<file path="src/rtl/julia_pkg.sv">
// Shared fixed-point types, thresholds and FSM encoding for the Julia escape-time engine.
package julia_pkg;
  localparam int FRACTIONAL = 11;
  localparam int INTEGRAL   = 11;
  localparam int WIDTH      = FRACTIONAL + INTEGRAL;

  typedef logic signed [WIDTH-1:0] fixed_t;

  localparam fixed_t FIX_TWO  = fixed_t'(4096);
  localparam fixed_t FIX_FOUR = fixed_t'(8192);

  typedef enum logic [1:0] {
    IDLE,
    ITERATE,
    DONE
  } state_t;
endpackage

</file>
<file path="src/rtl/escape_check.sv">
// Combinational escape test: component magnitude above 2.0, or squared magnitude above 4.0.
module escape_check
  import julia_pkg::*;
(
  input  fixed_t zr,
  input  fixed_t zi,
  input  fixed_t sr,
  input  fixed_t si,
  output logic   esc
);
  logic signed [WIDTH:0] sum;
  logic                  comp_out;

  // Signed compares avoid taking |x| of the most negative code.
  assign comp_out = (zr > FIX_TWO) || (zr < -FIX_TWO) || (zi > FIX_TWO) || (zi < -FIX_TWO);
  assign sum      = (WIDTH+1)'(sr) + (WIDTH+1)'(si);
  assign esc      = comp_out || (sum > $signed({1'b0, FIX_FOUR}));
endmodule

</file>
<file path="src/rtl/fixed_multiplication.sv">
// Signed fixed-point multiply; the double-width product is arithmetically shifted and truncated to WIDTH.
module fixed_multiplication #(
  parameter int WIDTH      = 22,
  parameter int FRACTIONAL = 11
) (
  input  logic signed [WIDTH-1:0] a,
  input  logic signed [WIDTH-1:0] b,
  output logic signed [WIDTH-1:0] product
);
  logic signed [2*WIDTH-1:0] full;

  assign full    = a * b;
  assign product = WIDTH'(full >>> FRACTIONAL);
endmodule

</file>
<file path="src/rtl/julia_iterator.sv">
// Per-pixel escape-time engine: iterates z <- z^2 + c until |z| leaves radius 2 or the cap is hit.
// state   | meaning
// IDLE    | waiting for start; operands latched on start
// ITERATE | one escape check / update per clock
// DONE    | one-cycle done pulse, results valid
module julia_iterator
  import julia_pkg::*;
#(
  parameter int ITER_W = 8
) (
  input  logic              clk,
  input  logic              n_rst,
  input  logic              start,
  input  fixed_t            z0_re,
  input  fixed_t            z0_im,
  input  fixed_t            c_re,
  input  fixed_t            c_im,
  input  logic [ITER_W-1:0] max_iter,
  output logic              busy,
  output logic              done,
  output logic [ITER_W-1:0] iter_count,
  output logic              escaped
);
  state_t            state, state_nxt;
  fixed_t            zr, zi, cr, ci;
  fixed_t            sr, si, p;
  logic [ITER_W-1:0] cap, count;
  logic              esc;
  logic              at_cap;

  fixed_multiplication #(.WIDTH(WIDTH), .FRACTIONAL(FRACTIONAL)) u_mul_sr (.a(zr), .b(zr), .product(sr));
  fixed_multiplication #(.WIDTH(WIDTH), .FRACTIONAL(FRACTIONAL)) u_mul_si (.a(zi), .b(zi), .product(si));
  fixed_multiplication #(.WIDTH(WIDTH), .FRACTIONAL(FRACTIONAL)) u_mul_p  (.a(zr), .b(zi), .product(p));

  escape_check u_escape_check (.zr(zr), .zi(zi), .sr(sr), .si(si), .esc(esc));

  assign at_cap = (count == cap);
  assign busy   = (state == ITERATE);
  assign done   = (state == DONE);

  always_ff @(posedge clk or negedge n_rst) begin
    if (!n_rst) state <= IDLE;
    else        state <= state_nxt;
  end

  always_comb begin
    state_nxt = state;
    case (state)
      IDLE:    if (start) state_nxt = ITERATE;
      ITERATE: if (esc || at_cap) state_nxt = DONE;
      DONE:    state_nxt = IDLE;
      default: state_nxt = IDLE;
    endcase
  end

  always_ff @(posedge clk or negedge n_rst) begin
    if (!n_rst) begin
      zr         <= '0;
      zi         <= '0;
      cr         <= '0;
      ci         <= '0;
      cap        <= '0;
      count      <= '0;
      iter_count <= '0;
      escaped    <= 1'b0;
    end else begin
      case (state)
        IDLE: begin
          if (start) begin
            zr    <= z0_re;
            zi    <= z0_im;
            cr    <= c_re;
            ci    <= c_im;
            cap   <= max_iter;
            count <= '0;
          end
        end
        ITERATE: begin
          if (esc) begin
            escaped    <= 1'b1;
            iter_count <= count;
          end else if (at_cap) begin
            escaped    <= 1'b0;
            iter_count <= count;
          end else begin
            // Two's-complement wrap at WIDTH is intended; the guard keeps it from mattering.
            zr    <= sr - si + cr;
            zi    <= (p <<< 1) + ci;
            count <= count + 1'b1;
          end
        end
        default: ;
      endcase
    end
  end
endmodule

</file>
<file path="config.mk">
export PLATFORM = sky130hd
export DESIGN_NAME = julia_iterator
export DESIGN_NICKNAME = d
export VERILOG_FILES = /design/src/rtl/julia_pkg.sv /design/src/rtl/escape_check.sv /design/src/rtl/fixed_multiplication.sv /design/src/rtl/julia_iterator.sv
export SDC_FILE = /design/constraint.sdc
export NUM_CORES = 2
export LEC_CHECK = 0
export CAP_MARGIN = 20
export CORE_ASPECT_RATIO = 1.25
export CORE_UTILIZATION = 65
export DETAILED_ROUTE_END_ITERATION = 6
export PLACE_DENSITY = 0.87
export SYNTH_ARGS = -nofsm -noshare
export SYNTH_HDL_FRONTEND = slang
export SYNTH_SLANG_ARGS = --single-unit
export TNS_END_PERCENT = 1
</file>
<file path="constraint.sdc">
create_clock -name clk -period 25.4 [get_ports clk]
set_input_delay 5.08 -clock clk [delete_from_list [all_inputs] [get_ports clk]]
set_output_delay 5.08 -clock clk [all_outputs]
set_load 0.05 [all_outputs]
</file>
==> impl_metrics.tcl <==
set metrics [dict create \
    top_usage_layer "met2" \
    finalCriticalPeriod_ps 11580 \
    drt_first_iter_violations 2888 \
    finalSetupViolations 0 \
    worstPathArrival_ps 11980 \
    grt-ovfl-total 0 \
    layout_common_cells "inv_1, fa_1, nand2_1, ha_1, and2_1" \
    vias 35453 \
    cts_resized 0 \
    syn_nets 6756 \
    wl_per_cell_um 20.3 \
    path_clk_slew_ps 70 \
    async_reset_ff_frac 1.00 \
    synth-seq-cells 115 \
    first_pass_iters 6 \
    holdCritPathClass "register to register" \
    area_growth_pct 5.06 \
    cp_common_cell "fa_1" \
    insertion_delay_ps 510 \
    maxSlewViolCount 0 \
    diodes 0 \
    core-area_sq_um 70800 \
    synth-edff-count 0 \
    cp_slowest_cell "dfrtp_1" \
    fin_skew_ps 18.4 \
    initial_core_util 0.658 \
    cp-end-kind "register" \
    final_nets 6716 \
    seq_area_frac_synth 0.0618 \
    cts_buffers 17 \
    antenna_found_initial 1 \
    syn_avg_cell_area_sq_um 8.98 \
    grt_pass1_vias 39664 \
    cts_tree "done" \
    slowest_delay_ps 1040 \
    timing.setup.tns_ps 0 \
    met2_usage 0.602 \
    drive_above_1_share 0.0287 \
    dpl.hpwl_um 96900 \
    grt_max_degree 73 \
    drc 0 \
    io_buffers 109 \
    nFillCells 5126 \
    yosysTopAreaCellShare 0.447 \
    cp-start-kind "register" \
    rsz0062_at_grt "false" \
    die_x_um 241 \
    cp.required_ps 25800 \
    synthCells 5190 \
    met3_usage 0.0924 \
    path_max_fanout 46 \
    synth_cell_types 83 \
    whs_ps 487 \
    r2r_slack_ps 13820 \
    worstSetupPathType "register to register" \
    yosysTopAreaCell "fa_1" \
    syn-cell-area_sq_um 46600 \
    ys.flop_type "dfrtp_1" \
    die_y_um 301 \
    final_hold_viol_count 0 \
    status "finished, final reports clean" \
    max-clock-path-buffers 2 \
    htreeDepth 4 \
    fmax_ghz 0.0863 \
    grt_pass1_wl_um 202000 \
    cts_hold_buf 0 \
    cts.sinks 115 \
    tightest_slew_ps 1140 \
    seq_area_sq_um 2880 \
    layout_commonest_cell "inv_1" \
    cts_setup_buffers 0 \
    period_share 0.456 \
    routed_wl_um 124000 \
    fp-row-count 109 \
    drv_cap 0 \
    multiInputGateArea_sq_um 37700 \
    yosysWarningCount 0 \
    synth.area.top_cells "fa_1, ha_1, inv_1" \
    cts_root_buf "clkbuf_16" \
    grt_use_total 0.368 \
    slew_headroom 0.238 \
    die-area_sq_um 72800 \
    ant_nets 0 \
    viasPerCell 5.81 \
    ioPinCount 110 \
    gp_congestion 0.961 \
    use_met1 0.411 \
]
-- sequential cells by signal (all words and copies together) (netlist names) --
| name | cells |
|---|---|
| cr | 22 |
| iter_count | 8 |
| zr | 22 |
| zi | 22 |
| count | 8 |
| escaped | 1 |
| ci | 22 |
| cap | 8 |
| state | 2 |
-- stage by stage --
step / std cells / setup WS, ps / area (sq um) / util
2_1_floorplan: 5190 / 15690 / 46600 / -
3_3_place_gp: 6074 / 14260 / 48400 / 0.684
3_5_place_dp: 6074 / 14070 / 48400 / 0.684
4_1_cts: 6106 / 14010 / 48900 / 0.691
5_1_grt: 6106 / 13210 / 48900 / 0.691
6_report: 6106 / 13820 / 48900 / 0.691
-- cell families (layout without fill, tap and decap cells) --
logic type,count (synthesis),count (layout),share of synthesized area
AND/OR/NAND/NOR,1343,1343,0.135
multiplexers,16,16,0.00371
buffers and inverters,1608,1581,0.130
AO/OA/AOI/OAI,411,411,0.0615
adder cells (fa/ha/maj),1467,1467,0.562
flip-flops,115,115,0.0618
XOR/XNOR,230,230,0.0461
-- area by class of cell --
cell class	count	share of cell area
repair buffers	159	0.0300
flip-flops and latches	115	0.0588
clock buffers	19	0.00905
inverters	1390	0.107
well taps	943	0.0241
clock inverters	13	0.00202
multi-input cells	3467	0.769
-- critical path: cells and delay by family (launching register included) --
| kind | cells | cell delay (ps) |
|---|---|---|
| mux | 1 | 410 |
| simple gates | 6 | 1730 |
| buf+inv | 8 | 1310 |
| fa+ha+maj | 9 | 4110 |
| compound gates | 14 | 2530 |
| xor+xnor | 1 | 320 |
| flops | 1 | 1040 |
-- synthesized netlist by cell type, drive strengths merged, types with 8 or more instances --
master	count
a21o	32
nor3	26
a31oi	12
o21ai	77
nand2	715
nand4	18
nor4	18
nand3	35
o21bai	31
or3	9
nor2	120
dfrtp	115
ha	427
nand2b	70
clkbuf	198
xor2	72
fa	1040
a31o	8
xnor2	151
mux2	10
and3	10
o221a	37
or2	9
buf	20
o211ai	9
a21oi	118
a21boi	9
nor2b	18
and2	281
o21a	13
inv	1388
a211oi	11
-- worst paths after layout --
check,startpoint,end,cells after the start
min in group asynchronous,n_rst,ci[14]$_DFFE_PN0P_,1
worst min-delay path,ci[0]$_DFFE_PN0P_,ci[0]$_DFFE_PN0P_,2
worst max-delay path,zr[2]$_DFFE_PN0P_,zi[21]$_DFFE_PN0P_,39
max in group asynchronous,n_rst,cr[16]$_DFFE_PN0P_,2
worst min register to register,ci[0]$_DFFE_PN0P_,ci[0]$_DFFE_PN0P_,2
worst max register to register,zr[2]$_DFFE_PN0P_,zi[21]$_DFFE_PN0P_,39
-- layer usage --
| layer | routed length (um) | share of wire |
|---|---|---|
| met5 | 8 | 0.000064 |
| met4 | 11400 | 0.092 |
| met3 | 11900 | 0.096 |
| met2 | 60000 | 0.48 |
| met1 | 40800 | 0.33 |
Power is left out: the tool's default activity adds up to more than one toggle a clock period on the data nets, which glitch-free logic cannot reach.
